===== src/rtl/ibu_credit_return_pkg.sv =====
`default_nettype none
// ============================================================================
//  Module   : ibu_credit_return_pkg
//  Purpose  : Shared constants, FSM state encoding and header decode helper
//             for the receiver-side input buffer unit.
//  Contents : PORTS, CREDITS, FLITS, FLIT_WIDTH, DEST_MSB, derived widths,
//             state_t (ST_IDLE/ST_SEND), dest_onehot().
//  Revision : 1.0 - initial release
// ============================================================================
package ibu_credit_return_pkg;

   localparam int PORTS      = 5;
   localparam int CREDITS    = 4;
   localparam int FLITS      = 4;
   localparam int FLIT_WIDTH = 32;

   // Destination port field lives in the header flit at [DEST_MSB -: DEST_W].
   localparam int DEST_MSB   = 31;
   localparam int DEST_W     = 3;

   localparam int DEPTH      = CREDITS * FLITS;
   localparam int PKT_W      = $clog2(CREDITS + 1);
   localparam int BEAT_W     = $clog2(FLITS);

   typedef enum logic [0:0] {
      ST_IDLE = 1'b0,
      ST_SEND = 1'b1
   } state_t;

   // Destinations that do not name a real port fall back to port 0 so that
   // a corrupt header still drains instead of wedging the buffer.
   function automatic logic [PORTS-1:0] dest_onehot(input logic [DEST_W-1:0] dest);
      logic [PORTS-1:0] oh;
      oh = '0;
      if (int'(dest) < PORTS) begin
         oh[dest] = 1'b1;
      end else begin
         oh[0] = 1'b1;
      end
      return oh;
   endfunction

endpackage
`default_nettype wire


===== src/rtl/ibu_credit_return_if.sv =====
`default_nettype none
// ============================================================================
//  Module   : ibu_credit_return_if
//  Purpose  : Link/crossbar-facing signal bundle of the input buffer unit.
//  Ports    : flit_in, flit_valid_in, arb_ack_in      (toward the IBU)
//             port_rqs_out, flit_out, credit_out,
//             overflow_err                          (from the IBU)
//             master modport = environment side, slave modport = IBU side.
//  Revision : 1.0 - initial release
// ============================================================================
interface ibu_credit_return_if;
   import ibu_credit_return_pkg::*;

   logic [FLIT_WIDTH-1:0] flit_in;
   logic                  flit_valid_in;
   logic [PORTS-1:0]      arb_ack_in;
   logic [PORTS-1:0]      port_rqs_out;
   logic [FLIT_WIDTH-1:0] flit_out;
   logic                  credit_out;
   logic                  overflow_err;

   modport master (
      output flit_in, flit_valid_in, arb_ack_in,
      input  port_rqs_out, flit_out, credit_out, overflow_err
   );

   modport slave (
      input  flit_in, flit_valid_in, arb_ack_in,
      output port_rqs_out, flit_out, credit_out, overflow_err
   );

endinterface
`default_nettype wire


===== src/rtl/ibu_credit_return_fifo.sv =====
`default_nettype none
// ============================================================================
//  Module   : ibu_credit_return_fifo
//  Purpose  : Register-array flit FIFO with wrapping pointers, occupancy
//             count, full flag and asynchronous (combinational) head read.
//  Ports    : clk, reset        - clock, synchronous active-high reset
//             i_wr_en/i_wr_data - write request; dropped while full
//             i_rd_en           - pop head; ignored while empty
//             o_rd_data         - entry at the read pointer
//             o_full            - occupancy equals DEPTH
//  Revision : 1.0 - initial release
// ============================================================================
module ibu_credit_return_fifo #(
   parameter int WIDTH = 32,
   parameter int DEPTH = 16
) (
   input  wire logic             clk,
   input  wire logic             reset,
   input  wire logic             i_wr_en,
   input  wire logic [WIDTH-1:0] i_wr_data,
   input  wire logic             i_rd_en,
   output logic      [WIDTH-1:0] o_rd_data,
   output logic                  o_full
);

   localparam int PTR_W = $clog2(DEPTH);
   localparam int CNT_W = $clog2(DEPTH + 1);

   logic [WIDTH-1:0] r_mem [DEPTH];
   logic [PTR_W-1:0] r_wr_ptr;
   logic [PTR_W-1:0] r_rd_ptr;
   logic [CNT_W-1:0] r_count;
   logic             w_wr;
   logic             w_rd;

   assign o_full    = (r_count == CNT_W'(DEPTH));
   assign w_wr      = i_wr_en && !o_full;
   assign w_rd      = i_rd_en && (r_count != '0);
   assign o_rd_data = r_mem[r_rd_ptr];

   // Storage carries no reset; contents are only meaningful once written.
   always_ff @(posedge clk) begin
      if (w_wr) begin
         r_mem[r_wr_ptr] <= i_wr_data;
      end
   end

   always_ff @(posedge clk) begin
      if (reset) begin
         r_wr_ptr <= '0;
         r_rd_ptr <= '0;
         r_count  <= '0;
      end else begin
         if (w_wr) begin
            r_wr_ptr <= (r_wr_ptr == PTR_W'(DEPTH - 1)) ? '0 : r_wr_ptr + PTR_W'(1);
         end
         if (w_rd) begin
            r_rd_ptr <= (r_rd_ptr == PTR_W'(DEPTH - 1)) ? '0 : r_rd_ptr + PTR_W'(1);
         end
         case ({w_wr, w_rd})
            2'b10:   r_count <= r_count + CNT_W'(1);
            2'b01:   r_count <= r_count - CNT_W'(1);
            default: r_count <= r_count;
         endcase
      end
   end

endmodule
`default_nettype wire


===== src/rtl/ibu_credit_return.sv =====
`default_nettype none
// ============================================================================
//  Module   : ibu_credit_return
//  Purpose  : Receiver-side input buffer unit. Buffers fixed-length packets,
//             requests the output port named in the head header once a whole
//             packet is stored, streams it out on acknowledge and returns one
//             link credit per departed packet.
//  Ports    : clk    - system clock
//             reset  - synchronous active-high reset
//             bus    - ibu_credit_return_if.slave (flit input, arbitration
//                      ack, request, flit output, credit, overflow flag)
//  Revision : 1.0 - initial release
// ============================================================================
module ibu_credit_return
   import ibu_credit_return_pkg::*;
(
   input  wire logic             clk,
   input  wire logic             reset,
   ibu_credit_return_if.slave    bus
);

   state_t                r_state;
   state_t                w_state_nxt;
   logic [BEAT_W-1:0]     r_beat;
   logic [BEAT_W-1:0]     w_beat_nxt;
   logic [BEAT_W-1:0]     r_in_cnt;
   logic [PKT_W-1:0]      r_pkt_cnt;
   logic                  r_credit;
   logic                  r_overflow;

   logic                  w_full;
   logic                  w_wr_acc;
   logic                  w_pkt_in;
   logic                  w_pkt_out;
   logic                  w_pop;
   logic [PORTS-1:0]      w_rqs;
   logic [FLIT_WIDTH-1:0] w_head;
   logic [DEST_W-1:0]     w_dest;

   ibu_credit_return_fifo #(
      .WIDTH (FLIT_WIDTH),
      .DEPTH (DEPTH)
   ) u_fifo (
      .clk       (clk),
      .reset     (reset),
      .i_wr_en   (bus.flit_valid_in),
      .i_wr_data (bus.flit_in),
      .i_rd_en   (w_pop),
      .o_rd_data (w_head),
      .o_full    (w_full)
   );

   // Flits refused by a full buffer must not advance the packet framing.
   assign w_wr_acc = bus.flit_valid_in && !w_full;
   assign w_pkt_in = w_wr_acc && (r_in_cnt == BEAT_W'(FLITS - 1));
   assign w_dest   = w_head[DEST_MSB -: DEST_W];

   assign bus.flit_out     = w_head;
   assign bus.port_rqs_out = w_rqs;
   assign bus.credit_out   = r_credit;
   assign bus.overflow_err = r_overflow;

   // Next-state and per-cycle controls. The head flit is a header whenever
   // the FSM is idle, because whole packets leave back-to-back.
   always_comb begin
      w_state_nxt = r_state;
      w_beat_nxt  = r_beat;
      w_rqs       = '0;
      w_pop       = 1'b0;
      w_pkt_out   = 1'b0;
      case (r_state)
         ST_IDLE: begin
            if (r_pkt_cnt != '0) begin
               w_rqs = dest_onehot(w_dest);
            end
            if ((bus.arb_ack_in & w_rqs) != '0) begin
               w_pop       = 1'b1;
               w_beat_nxt  = BEAT_W'(FLITS - 1);
               w_state_nxt = ST_SEND;
            end
         end
         ST_SEND: begin
            w_pop      = 1'b1;
            w_beat_nxt = r_beat - BEAT_W'(1);
            if (r_beat == BEAT_W'(1)) begin
               w_pkt_out   = 1'b1;
               w_state_nxt = ST_IDLE;
            end
         end
         default: begin
            w_state_nxt = ST_IDLE;
         end
      endcase
   end

   always_ff @(posedge clk) begin
      if (reset) begin
         r_state <= ST_IDLE;
         r_beat  <= '0;
      end else begin
         r_state <= w_state_nxt;
         r_beat  <= w_beat_nxt;
      end
   end

   // Packet accounting, input framing, credit pulse and sticky overflow.
   always_ff @(posedge clk) begin
      if (reset) begin
         r_in_cnt   <= '0;
         r_pkt_cnt  <= '0;
         r_credit   <= 1'b0;
         r_overflow <= 1'b0;
      end else begin
         if (w_wr_acc) begin
            r_in_cnt <= r_in_cnt + BEAT_W'(1);
         end
         case ({w_pkt_in, w_pkt_out})
            2'b10:   r_pkt_cnt <= r_pkt_cnt + PKT_W'(1);
            2'b01:   r_pkt_cnt <= r_pkt_cnt - PKT_W'(1);
            default: r_pkt_cnt <= r_pkt_cnt;
         endcase
         r_credit <= w_pkt_out;
         if (bus.flit_valid_in && w_full) begin
            r_overflow <= 1'b1;
         end
      end
   end

endmodule
`default_nettype wire


===== src/flat_wrapper.sv =====
// flat-port wrapper written by rule: the top's interface ports become plain ports
module ibu_credit_return_flat import ibu_credit_return_pkg::*;
  (clk, reset, bus_flit_in, bus_flit_valid_in, bus_arb_ack_in, bus_port_rqs_out, bus_flit_out, bus_credit_out, bus_overflow_err);
  ibu_credit_return_if bus_i ();
  input  wire logic clk;
  input  wire logic reset;
  input wire logic [$bits(bus_i.flit_in)-1:0] bus_flit_in;
  input wire logic [$bits(bus_i.flit_valid_in)-1:0] bus_flit_valid_in;
  input wire logic [$bits(bus_i.arb_ack_in)-1:0] bus_arb_ack_in;
  output wire logic [$bits(bus_i.port_rqs_out)-1:0] bus_port_rqs_out;
  output wire logic [$bits(bus_i.flit_out)-1:0] bus_flit_out;
  output wire logic [$bits(bus_i.credit_out)-1:0] bus_credit_out;
  output wire logic [$bits(bus_i.overflow_err)-1:0] bus_overflow_err;
  assign bus_i.flit_in = bus_flit_in;
  assign bus_i.flit_valid_in = bus_flit_valid_in;
  assign bus_i.arb_ack_in = bus_arb_ack_in;
  assign bus_port_rqs_out = bus_i.port_rqs_out;
  assign bus_flit_out = bus_i.flit_out;
  assign bus_credit_out = bus_i.credit_out;
  assign bus_overflow_err = bus_i.overflow_err;
  ibu_credit_return u_core (.clk(clk), .reset(reset), .bus(bus_i));
endmodule

===== config.mk =====
export PLATFORM = sky130hd
export DESIGN_NAME = ibu_credit_return_flat
export DESIGN_NICKNAME = d
export VERILOG_FILES = /design/src/rtl/ibu_credit_return_pkg.sv /design/src/rtl/ibu_credit_return_if.sv /design/src/rtl/ibu_credit_return_fifo.sv /design/src/rtl/ibu_credit_return.sv /design/src/flat_wrapper.sv
export SDC_FILE = /design/constraint.sdc
export NUM_CORES = 1
export LEC_CHECK = 0
export ABC_AREA = 1
export CORE_MARGIN = 2
export CORE_UTILIZATION = 50
export CTS_CLUSTER_SIZE = 14
export DETAILED_ROUTE_END_ITERATION = 7
export GPL_TIMING_DRIVEN = 0
export MAX_ROUTING_LAYER = met4
export PLACE_DENSITY = 0.7
export SLEW_MARGIN = 5
export SYNTH_ARGS = -nofsm -noshare
export SYNTH_HDL_FRONTEND = slang
export SYNTH_HIERARCHICAL = 1
export SYNTH_SLANG_ARGS = --single-unit

===== constraint.sdc =====
create_clock -name clk -period 4.1 [get_ports clk]
set_clock_uncertainty 0.2 [all_clocks]
set_input_delay 1.23 -clock clk [delete_from_list [all_inputs] [get_ports clk]]
set_output_delay 1.23 -clock clk [all_outputs]
set_load 0.005 [all_outputs]

==> results.cfg <==
[die]
start_util_pct = 50.7
die_h_um = 216
ioPinCount = 79
core_area_sq_um = 44300
fp.dieW_um = 216
die-area_sq_um = 46700
rows = 77

[logic_synthesis]
syn_avg_cell_area_sq_um = 12.2
syn_area_sq_um = 22500
synth_area_leaders = edfxtp_1 (68%), inv_1 (4.9%), nand3_1 (4.7%)
synth-adder-area-share_pct = 0.757
synth_top_area_share_pct = 68.4
yosys.area.top_type = edfxtp_1
synthArstFlopShare_pct = 0
synth-main-ff-cell = edfxtp_1
synth_compound_area_share_pct = 10.7
synth-edff-count = 512
seq_area_frac_synth_pct = 70.8
ys_ff_latch = 539
yosys.cell_types.count = 31
yosys.area_share.simple_pct = 9.22
yosysWarnings = 6
synthXorXnorAreaFrac_pct = 0.195
synth_cells = 1848
synth.area.mux_share_pct = 0
synth_top_family_by_area = compound AO/OA/AOI/OAI gates
syn_nets = 1901

[finish]
n_antenna_cell = 0
nets = 2080
layoutNonFillerInstCount = 2663
final_area_sq_um = 27000
area_growth_pct = 19.9
drive_gt1_share_pct = 15.5

[clock_network]
clock_path_buffers = 3
tritoncts = done
cts.sinks = 539
cts-buffers-inserted = 54
clock-root-buffer = clkbuf_16
clkSlewWorstSetupHoldPaths_ns = 0.06
clock_latency_ns = 0.59
htreeDepth = 2

[status]
status = finished clean

[route]
drt_iter0_markers = 1873
first_pass_iters = 5
wire_per_inst_um = 22.4
vias = 15200
drc = 0
antenna_left = 0
viasPerCell = 5.72
wirelength_mm = 59.5

[placed_design]
placedInstanceArea_sq_um = 24500
io_buffers = 78
hpwlAfterDp_mm = 38.6
finalWeightedCongestion = 0.822
place_inst = 2534

[worst_hold_path]
min_from = u_core/bus.overflow_err
hp-class = flip-flop to flip-flop

[global_routing]
grt_pass1_wl_mm = 89.3
grt.overflow.total = 0
grt_pass1_vias = 15100
grt_max_degree = 20
track_usage_pct = 26.3
antenna_found_initial = 0

[power_and_ir_drop]
p_per_area_nw_per_um2 = 451
total_leakage_power_nw = 9.85
p_total_mw = 12.2
vdd.ir_drop.worst_uv = 330

[timing]
slew_headroom_pct = 44.6
timing.final.crit_share_pct = 98.3
hold_viol = 0
fmax_mhz = 248
slew_viol_final = 0
setup_violations = 0
rsz0062_at_grt = yes
whs_ns = 0.282
final.min_clock_period_ns = 4.03
tightest_slew_ns = 0.829

[run]
drv_cap = 0

[setup_path]
crit_fanout = 10
cp.arrival_ns = 2.60
cp-end-kind = output pin
start_kind = flip-flop
crit_required_ns = 2.67
criticalPathCategory = flip-flop to output pin
[routing by layer]
layer | vias up | routed length, um | GRT usage, %
met5 | - | 0 | -
met4 | 0 | 1800 | 9.66
met3 | 127 | 5190 | 4.17
met2 | 797 | 28800 | 42.8
met1 | 7452 | 23800 | 33.6
li1 | 6866 | - | -
[metrics by stage]
step                      setup slack [ns]  setup TNS [ns]  util, %
after CTS                           -0.132          -0.210     60.4
final                               0.0697               0     60.8
after global placement               -1.72         -777.10     54.1
after detailed placement            -0.447           -2.75     55.4
after floorplan                      0.437               0        -
after global routing               -0.0361         -0.0951     60.8
[cell usage in the layout (no fill, tap or decap), drive strengths merged, types with 2 or more instances in the layout]
cell type / count
a21oi: 144
dlygate4sd2: 28
nand2: 208
o21ai: 141
xor2: 4
ha: 12
bufinv: 5
nand3: 209
clkdlybuf4s50: 44
clkinv: 24
nor3: 2
edfxtp: 512
clkbuf: 105
inv: 299
nand4: 2
o211ai: 128
dfxtp: 27
nor2: 52
buf: 119
[power breakdown]
group          internal, mW  switching [mW]
registers              6.14          0.0359
logic                 0.402           0.665
clock network          2.88            2.04
[cell type report]
class	instances	area, sq um
inverters	297	1120
fillers	3366	17400
multi-input cells	906	5050
repair buffers	125	1420
plain buffers	104	935
clock buffers	69	1490
clock inverters	31	275
well taps	592	741
flip-flops and latches	539	15900
[state kept, by name (all words and copies together), names as in the netlist, named ones only]
register / cells
u_core/r_state: 1
u_core/u_fifo/r_count: 5
u_core/r_pkt_cnt: 3
u_core/r_beat: 2
u_core/bus.overflow_err: 1
u_core/u_fifo/r_rd_ptr: 4
u_core/bus.credit_out: 1
u_core/u_fifo/r_wr_ptr: 4
u_core/r_in_cnt: 2
u_core/u_fifo/r_mem: 512
[Yosys cell counts (18+ instances only)]
| cell | number |
|---|---|
| a21oi_1 | 142 |
| o21ai_1 | 66 |
| o21ai_0 | 75 |
| inv_1 | 294 |
| nand2_1 | 205 |
| nand3_1 | 209 |
| dfxtp_1 | 27 |
| edfxtp_1 | 512 |
| o211ai_1 | 126 |
| nor2_1 | 47 |
| buf_6 | 33 |
| clkbuf_1 | 27 |
| buf_2 | 18 |
[timing repair]
| action | CTS | global route |
|---|---|---|
| hold endpoints to repair | 0 | 0 |
| setup buffers | 20 | 10 |
| pin swaps | 44 | 26 |
| endpoints found under the setup margin | 42 | 13 |
| gates resized for setup | 172 | 35 |
| gates cloned | 0 | 1 |
| hold buffers | 0 | 0 |
[critical path, cell delays in order (launching register included)]
cell and delay, ns:
dfxtp_4 0.39, buf_12 0.15, buf_12 0.14, buf_4 0.14
buf_6 0.15, a21oi_1 0.15, o21ai_1 0.10, nand3_1 0.10
nand3_2 0.09, nand2_1 0.09, clkdlybuf4s50_1 0.49
[final timing paths]
path / end / slack (ns) / depth (start not counted)
min: u_core/bus.overflow_err / 0.28 / 2
max: bus_flit_out[13] / 0.07 / 10
min reg2reg: u_core/bus.overflow_err / 0.28 / 2
max reg2reg: u_core/u_fifo/r_count[2] / 0.31 / 23
[cells by family after synthesis]
family                     count (synthesis)
buffers and inverters                    403
DFF                                      539
adders and majority gates                 13
xor gates and xnor gates                   5
and+or+nand+nor                          474
AOI/OAI and AO/OA                        414
Note: power is estimated with default switching activity, not from simulation.
